**src/rtl/uart_tx_fifo.sv**
```systemverilog
// UART transmitter with a byte FIFO in front of it.
// Bytes written by the memory block are queued. They are then sent as 8N1
// frames, LSB first, with the line idling high.
// Back-to-back frames are sent with no idle gap whenever the FIFO holds data.
module uart_tx_fifo #(
  parameter int CLKS_PER_BIT = 868,
  parameter int FIFO_DEPTH   = 16
) (
  input  logic       clk,
  input  logic       rst,
  input  logic       tx_wen,
  input  logic [7:0] tx_data,
  output logic       tx,
  output logic       busy,
  output logic       fifo_full,
  output logic       overflow
);

  localparam int PTR_W  = $clog2(FIFO_DEPTH);
  localparam int CNT_W  = PTR_W + 1;
  localparam int BAUD_W = $clog2(CLKS_PER_BIT);

  localparam logic [BAUD_W-1:0] BAUD_LAST = BAUD_W'(CLKS_PER_BIT - 1);
  localparam logic [CNT_W-1:0]  CNT_FULL  = CNT_W'(FIFO_DEPTH);
  localparam logic [CNT_W-1:0]  CNT_ZERO  = {CNT_W{1'b0}};
  localparam logic [BAUD_W-1:0] BAUD_ZERO = {BAUD_W{1'b0}};

  typedef enum logic [1:0] {
    ST_IDLE  = 2'd0,
    ST_START = 2'd1,
    ST_DATA  = 2'd2,
    ST_STOP  = 2'd3
  } state_e;

  // FIFO storage and bookkeeping
  logic [7:0]        mem_q [FIFO_DEPTH];
  logic [PTR_W-1:0]  wr_ptr_q, wr_ptr_d;
  logic [PTR_W-1:0]  rd_ptr_q, rd_ptr_d;
  logic [CNT_W-1:0]  count_q, count_d;
  logic              overflow_q, overflow_d;
  logic              full_q, full_d;

  // Serialiser state
  state_e            state_q, state_d;
  logic [BAUD_W-1:0] baud_q, baud_d;
  logic [2:0]        bit_idx_q, bit_idx_d;
  logic [7:0]        shift_q, shift_d;
  logic              tx_q, tx_d;
  logic              busy_q, busy_d;

  // Handshake between FIFO and serialiser
  logic              baud_tc_s;
  logic              nonempty_s;
  logic              pop_s;
  logic              push_s;

  // Decode the terminal baud count and the FIFO push/pop decisions for this cycle
  always_comb begin
    baud_tc_s  = (baud_q == BAUD_LAST);
    nonempty_s = (count_q != CNT_ZERO);
    // The serialiser takes a byte only when it is idle, or when a stop bit ends.
    pop_s      = nonempty_s &&
                 ((state_q == ST_IDLE) || ((state_q == ST_STOP) && baud_tc_s));
    // A full FIFO still accepts a byte if the head leaves in the same cycle.
    push_s     = tx_wen && ((count_q != CNT_FULL) || pop_s);
  end

  // Next-state logic for FIFO pointers, occupancy and the sticky overflow flag
  always_comb begin
    wr_ptr_d   = wr_ptr_q;
    rd_ptr_d   = rd_ptr_q;
    count_d    = count_q;
    overflow_d = overflow_q;
    if (push_s) begin
      wr_ptr_d = wr_ptr_q + PTR_W'(1);
    end else begin
      wr_ptr_d = wr_ptr_q;
    end
    if (pop_s) begin
      rd_ptr_d = rd_ptr_q + PTR_W'(1);
    end else begin
      rd_ptr_d = rd_ptr_q;
    end
    case ({push_s, pop_s})
      2'b10:   count_d = count_q + CNT_W'(1);
      2'b01:   count_d = count_q - CNT_W'(1);
      default: count_d = count_q;
    endcase
    if (tx_wen && !push_s) begin
      overflow_d = 1'b1;
    end else begin
      overflow_d = overflow_q;
    end
  end

  // Frame sequencing: start bit, eight data bits LSB first, stop bit, with a direct reload from STOP
  always_comb begin
    state_d   = state_q;
    baud_d    = baud_q;
    bit_idx_d = bit_idx_q;
    shift_d   = shift_q;
    tx_d      = tx_q;
    case (state_q)
      ST_IDLE: begin
        baud_d = BAUD_ZERO;
        tx_d   = 1'b1;
        if (pop_s) begin
          shift_d = mem_q[rd_ptr_q];
          tx_d    = 1'b0;
          state_d = ST_START;
        end else begin
          state_d = ST_IDLE;
        end
      end
      ST_START: begin
        if (baud_tc_s) begin
          baud_d    = BAUD_ZERO;
          tx_d      = shift_q[0];
          bit_idx_d = 3'd0;
          state_d   = ST_DATA;
        end else begin
          baud_d = baud_q + BAUD_W'(1);
          tx_d   = 1'b0;
        end
      end
      ST_DATA: begin
        if (baud_tc_s) begin
          baud_d = BAUD_ZERO;
          if (bit_idx_q == 3'd7) begin
            tx_d    = 1'b1;
            state_d = ST_STOP;
          end else begin
            // shift_q[1] becomes the new LSB, so it is the next bit on the line.
            shift_d   = {1'b0, shift_q[7:1]};
            bit_idx_d = bit_idx_q + 3'd1;
            tx_d      = shift_q[1];
          end
        end else begin
          baud_d = baud_q + BAUD_W'(1);
        end
      end
      ST_STOP: begin
        if (baud_tc_s) begin
          baud_d = BAUD_ZERO;
          if (pop_s) begin
            shift_d = mem_q[rd_ptr_q];
            tx_d    = 1'b0;
            state_d = ST_START;
          end else begin
            tx_d    = 1'b1;
            state_d = ST_IDLE;
          end
        end else begin
          baud_d = baud_q + BAUD_W'(1);
          tx_d   = 1'b1;
        end
      end
      default: begin
        baud_d  = BAUD_ZERO;
        tx_d    = 1'b1;
        state_d = ST_IDLE;
      end
    endcase
    // Status flags are computed from next state so that they come out of flops.
    busy_d = (state_d != ST_IDLE) || (count_d != CNT_ZERO);
    full_d = (count_d == CNT_FULL);
  end

  // FIFO byte storage; the data is captured only on an accepted push
  always_ff @(posedge clk) begin
    if (push_s && !rst) begin
      mem_q[wr_ptr_q] <= tx_data;
    end
  end

  // Register all control state; reset aborts any frame and discards buffered bytes
  always_ff @(posedge clk) begin
    if (rst) begin
      wr_ptr_q   <= {PTR_W{1'b0}};
      rd_ptr_q   <= {PTR_W{1'b0}};
      count_q    <= CNT_ZERO;
      overflow_q <= 1'b0;
      full_q     <= 1'b0;
      state_q    <= ST_IDLE;
      baud_q     <= BAUD_ZERO;
      bit_idx_q  <= 3'd0;
      shift_q    <= 8'h00;
      tx_q       <= 1'b1;
      busy_q     <= 1'b0;
    end else begin
      wr_ptr_q   <= wr_ptr_d;
      rd_ptr_q   <= rd_ptr_d;
      count_q    <= count_d;
      overflow_q <= overflow_d;
      full_q     <= full_d;
      state_q    <= state_d;
      baud_q     <= baud_d;
      bit_idx_q  <= bit_idx_d;
      shift_q    <= shift_d;
      tx_q       <= tx_d;
      busy_q     <= busy_d;
    end
  end

  assign tx        = tx_q;
  assign busy      = busy_q;
  assign fifo_full = full_q;
  assign overflow  = overflow_q;

endmodule

```
**config.mk**
```make
export PLATFORM = sky130hd
export DESIGN_NAME = uart_tx_fifo
export DESIGN_NICKNAME = d
export VERILOG_FILES = /design/src/rtl/uart_tx_fifo.sv
export SDC_FILE = /design/constraint.sdc
export NUM_CORES = 1
export LEC_CHECK = 0
export CORE_MARGIN = 1.5
export CORE_UTILIZATION = 45
export DETAILED_ROUTE_END_ITERATION = 16
export HOLD_SLACK_MARGIN = 0.05
export PLACE_DENSITY_LB_ADDON = 0.3
export SYNTH_ARGS = -nofsm -noshare
export SYNTH_HDL_FRONTEND = slang
export SYNTH_SLANG_ARGS = --single-unit
```
**constraint.sdc**
```tcl
create_clock -name clk -period 6.1 [get_ports clk]
set_clock_uncertainty 0.2 [all_clocks]
set_input_delay 1.22 -clock clk [delete_from_list [all_inputs] [get_ports clk]]
set_output_delay 1.22 -clock clk [all_outputs]
set_load 0.005 [all_outputs]
```
==> run_summary.xml <==
<?xml version="1.0" encoding="UTF-8"?>
<metrics>
  <group name="status">
    <metric name="status" unit="">complete, no violations</metric>
  </group>
  <group name="clock_network">
    <metric name="post_cts.repair.setup_buffers" unit="">0</metric>
    <metric name="clock_sinks" unit="">172</metric>
    <metric name="post_cts_resized" unit="">0</metric>
    <metric name="register_clock_pin_slew_on_the_reported_worst_setup_and_hold_paths" unit="ns">0.07</metric>
    <metric name="ctsHtreeMaxLevel" unit="">4</metric>
    <metric name="cts-root-to-sink-buffers" unit="">2</metric>
    <metric name="tritoncts_buffers" unit="">17</metric>
    <metric name="insertion_delay" unit="ns">0.42</metric>
    <metric name="cts_hold_repair.buffers" unit="">0</metric>
    <metric name="clock_tree.root_cell" unit="">sky130_fd_sc_hd__clkbuf_16</metric>
    <metric name="tritoncts" unit="">done</metric>
  </group>
  <group name="floorplan">
    <metric name="boundaryPins" unit="">15</metric>
    <metric name="fp.dieH" unit="µm">129</metric>
    <metric name="start_util" unit="%">46.4</metric>
    <metric name="dieWidth" unit="µm">129</metric>
    <metric name="std_cell_rows" unit="">45</metric>
    <metric name="die_area" unit="µm²">16600</metric>
    <metric name="placeableCoreArea" unit="µm²">15300</metric>
  </group>
  <group name="critical_path">
    <metric name="crit_path_cell_trace" unit="">clkdlybuf4s50_1 &gt; nor3_1 &gt; ha_1 &gt; a21o_1 &gt; a21o_1 &gt; or4_1 &gt; a21o_1 &gt; a21oi_2 &gt; and4_1</metric>
    <metric name="setup.worst_path.end_class" unit="">flop</metric>
    <metric name="critical-path-top-cell-by-count" unit="">sky130_fd_sc_hd__a21o_1</metric>
    <metric name="crit_type" unit="">input port to flop</metric>
    <metric name="timing.critical_path.required" unit="ns">6.26</metric>
    <metric name="crit_path_top_delay_cell" unit="">sky130_fd_sc_hd__nor3_1</metric>
    <metric name="largest_incremental_delay_on_the_critical_path" unit="ns">0.61</metric>
    <metric name="start_kind" unit="">input port</metric>
    <metric name="worst-path-max-fanout" unit="">11</metric>
    <metric name="critPathArrivalTime" unit="ns">4.16</metric>
  </group>
  <group name="placed_design">
    <metric name="port-buffer-count" unit="">14</metric>
    <metric name="detailedPlacementHpwl" unit="µm">8590</metric>
    <metric name="place.gp.congestion" unit="">0.774</metric>
    <metric name="placed_cells_incl_taps" unit="">666</metric>
    <metric name="dpl_worst_slack" unit="ns">1.72</metric>
  </group>
  <group name="sta">
    <metric name="max_slew.worst_pin.slew" unit="ns">0.931</metric>
    <metric name="rsz0062_at_grt" unit="">false</metric>
    <metric name="highest_clock_frequency_the_design_can_meet" unit="MHz">250</metric>
    <metric name="layout_min_cycle_time" unit="ns">4.00</metric>
    <metric name="max-slew-margin-rel" unit="%">37.9</metric>
    <metric name="layout_worst_path_cycle_share" unit="%">65.6</metric>
    <metric name="final_max_slew_viol_count" unit="">0</metric>
    <metric name="setup-violations-final" unit="">0</metric>
    <metric name="timing.final.hold_violations" unit="">0</metric>
    <metric name="setup_total_negative_slack" unit="ns">0</metric>
    <metric name="setup_slack" unit="ns">2.10</metric>
    <metric name="holdWs" unit="ns">0.262</metric>
  </group>
  <group name="synthesis">
    <metric name="synth_top_flop_cell" unit="">sky130_fd_sc_hd__edfxtp_1</metric>
    <metric name="post_synth_inst_count" unit="">462</metric>
    <metric name="synth_fp_nets" unit="">485</metric>
    <metric name="synth_sequential_area_ratio" unit="%">66.5</metric>
    <metric name="synth_unique_cells" unit="">49</metric>
    <metric name="avgSynthCellArea" unit="µm²">15.4</metric>
    <metric name="postSynthRegisterBits" unit="">172</metric>
    <metric name="synth_top_cell_by_area" unit="">sky130_fd_sc_hd__edfxtp_1</metric>
    <metric name="synth.cell_area" unit="µm²">7110</metric>
    <metric name="synthTopCellsByArea" unit="">sky130_fd_sc_hd__edfxtp_1, sky130_fd_sc_hd__dfxtp_1, sky130_fd_sc_hd__mux4_2, sky130_fd_sc_hd__nor2_1, sky130_fd_sc_hd__ha_1</metric>
    <metric name="post_synth_edffs" unit="">128</metric>
    <metric name="synth-async-reset-ratio" unit="%">0</metric>
    <metric name="yosys_warnings" unit="">0</metric>
    <metric name="synth_top_area_share" unit="%">54.1</metric>
  </group>
  <group name="cells_and_area">
    <metric name="drive_gt1_share" unit="%">16.8</metric>
    <metric name="filler_cell_count" unit="">1248</metric>
    <metric name="final_stage_net_count" unit="">497</metric>
    <metric name="antennaDiodeCount" unit="">0</metric>
    <metric name="non_filler_cells_in_the_finished_layout" unit="">698</metric>
    <metric name="syn_to_final_growth" unit="%">12.7</metric>
  </group>
  <group name="detailed_routing">
    <metric name="post_drt_wl_per_cell" unit="µm">19.4</metric>
    <metric name="detailroute.via_count" unit="">3790</metric>
    <metric name="drtIter0Drc" unit="">251</metric>
    <metric name="vias_per_cell" unit="">5.43</metric>
    <metric name="drcViolationCount" unit="">0</metric>
    <metric name="first_pass_iters" unit="">7</metric>
    <metric name="drt-total-wl" unit="µm">13500</metric>
    <metric name="final_antenna_net_count" unit="">0</metric>
  </group>
  <group name="power_and_ir_drop">
    <metric name="share_seq_of_total_power" unit="%">43.4</metric>
    <metric name="p_leak" unit="µW">0.00259</metric>
    <metric name="switchingPower" unit="µW">970</metric>
    <metric name="power_frac_clock" unit="%">32.5</metric>
    <metric name="power.share.combinational" unit="%">24.2</metric>
    <metric name="p_sw_share" unit="%">30.4</metric>
    <metric name="total_internal_power" unit="µW">2220</metric>
    <metric name="ir_worst_vdd" unit="mV">0.306</metric>
    <metric name="design_power_total" unit="µW">3190</metric>
    <metric name="power-per-cell-area" unit="nW/µm²">398</metric>
  </group>
  <group name="worst_hold_path">
    <metric name="holdCritPathClass" unit="">flop to flop</metric>
  </group>
  <group name="global_routing">
    <metric name="grt_pass1_vias" unit="">3791</metric>
    <metric name="grt_antenna_before_repair" unit="">0</metric>
    <metric name="grt_overflow" unit="">0</metric>
    <metric name="grt.total_usage" unit="%">17.6</metric>
    <metric name="grt_pass1_wl" unit="µm">20900</metric>
    <metric name="largest_net_degree_at_the_start_of_global_routing" unit="">36</metric>
  </group>
  <group name="run">
    <metric name="max_cap_viol_count" unit="">0</metric>
  </group>
</metrics>
placed cells by master (no fill, tap or decap), types with 4 or more instances in the layout:
master                              n
sky130_fd_sc_hd__mux4_2            39
sky130_fd_sc_hd__o21ai_0            5
sky130_fd_sc_hd__buf_4              4
sky130_fd_sc_hd__or3_1              5
sky130_fd_sc_hd__nor2_1            61
sky130_fd_sc_hd__clkdlybuf4s50_1   14
sky130_fd_sc_hd__inv_8              5
sky130_fd_sc_hd__a21o_1             5
sky130_fd_sc_hd__inv_6              4
sky130_fd_sc_hd__edfxtp_1         128
sky130_fd_sc_hd__nand4_1            5
sky130_fd_sc_hd__a311oi_1           8
sky130_fd_sc_hd__inv_1              6
sky130_fd_sc_hd__and2_1             4
sky130_fd_sc_hd__dfxtp_1           43
sky130_fd_sc_hd__nand2_1           27
sky130_fd_sc_hd__clkbuf_16         17
sky130_fd_sc_hd__xnor2_1           10
sky130_fd_sc_hd__and3_1             4
sky130_fd_sc_hd__xor2_1            11
sky130_fd_sc_hd__ha_1              11
sky130_fd_sc_hd__a21oi_1           16
sky130_fd_sc_hd__nand3_1            7
sky130_fd_sc_hd__nand2b_1           4
worst paths after layout:
kind | startpoint | endpoint | slack [ns] | depth (start not counted)
setup reg to reg | state_q[1] | fifo_full | 2.27 | 10
setup / recovery | tx_wen | fifo_full | 2.10 | 9
hold reg to reg | bit_idx_q[1] | bit_idx_q[1] | 0.26 | 2
hold / removal | bit_idx_q[1] | bit_idx_q[1] | 0.26 | 2
layer usage:
layer / vias up / routed length (µm) / global-route usage (%)
met5: - / 0 / 0
met4: 0 / 216 / 6.21
met3: 18 / 611 / 4.78
met2: 99 / 6820 / 29.4
met1: 1877 / 5880 / 22.3
li1: 1796 / - / -
worst max-delay path: cells and delay by family:
family                     cells  cell delay [ns]
and+or+nand+nor                3             1.21
AOI/OAI and AO/OA              4             0.74
buffers and inverters          1             0.60
adders and majority gates      1             0.39
kinds of logic (layout without fill, tap and decap cells):
logic type | Yosys count | count (layout) | share of synthesized area (%)
flip-flops | 172 | 172 | 66.5
AND/OR/NAND/NOR | 131 | 131 | 8.66
AO/OA/AOI/OAI | 52 | 52 | 5.42
multiplexers | 42 | 42 | 12.8
buffers and inverters | 32 | 57 | 1.83
XOR/XNOR | 21 | 21 | 2.59
adder cells (fa/ha/maj) | 12 | 12 | 2.22
final cells by class:
cell class / count / area, µm² / share of cell area (%)
sequential: 172 / 4730 / 59.0
multi-input combinational: 258 / 2250 / 28.1
clock buffer: 17 / 425 / 5.31
tap: 211 / 264 / 3.30
timing repair buffer: 18 / 170 / 2.13
clock inverter: 15 / 144 / 1.80
inverter: 7 / 26.3 / 0.328
state kept, by name (all words and copies together), names as in the netlist, 2 cells and up, named ones only:
register,count
baud_q,10
bit_idx_q,3
count_q,5
mem_q,128
rd_ptr_q,4
shift_q,8
state_q,2
wr_ptr_q,4
Yosys cell counts, types with 2 or more instances:
library cell,instances
sky130_fd_sc_hd__edfxtp_1,128
sky130_fd_sc_hd__a311oi_1,8
sky130_fd_sc_hd__buf_2,8
sky130_fd_sc_hd__a2bb2oi_1,2
sky130_fd_sc_hd__and3_1,4
sky130_fd_sc_hd__mux4_2,39
sky130_fd_sc_hd__nor3_1,3
sky130_fd_sc_hd__nor2b_1,3
sky130_fd_sc_hd__clkbuf_1,16
sky130_fd_sc_hd__a32oi_1,2
sky130_fd_sc_hd__ha_1,11
sky130_fd_sc_hd__nor2_1,61
sky130_fd_sc_hd__xnor2_1,10
sky130_fd_sc_hd__nand2_1,27
sky130_fd_sc_hd__inv_1,6
sky130_fd_sc_hd__nand4_1,5
sky130_fd_sc_hd__and2_1,4
sky130_fd_sc_hd__xor2_1,11
sky130_fd_sc_hd__mux2i_1,3
sky130_fd_sc_hd__a21oi_1,16
sky130_fd_sc_hd__o21ai_0,5
sky130_fd_sc_hd__a21o_1,5
sky130_fd_sc_hd__nand3_1,7
sky130_fd_sc_hd__nand2b_1,4
sky130_fd_sc_hd__dfxtp_1,44
sky130_fd_sc_hd__and4_1,2
sky130_fd_sc_hd__or3_1,5
sky130_fd_sc_hd__o22ai_1,2
stage by stage:
stage          utilization (%)  area, µm²
2_1_floorplan                -       7110
5_1_grt                   52.3       8010
6_report                  52.3       8010
3_5_place_dp              48.6       7440
3_3_place_gp              48.6       7440
4_1_cts                   52.3       8010
power by group through the flow:
stage	Combinational (µW)	Clock (µW)	Sequential, µW
2_1_floorplan	595	0	1390
3_3_place_gp	748	0	1410
3_5_place_dp	772	0	1410
4_1_cts	781	1050	1380
5_1_grt	846	1090	1390
6_report	771	1040	1380
Note: power is estimated with default switching activity, not from simulation.
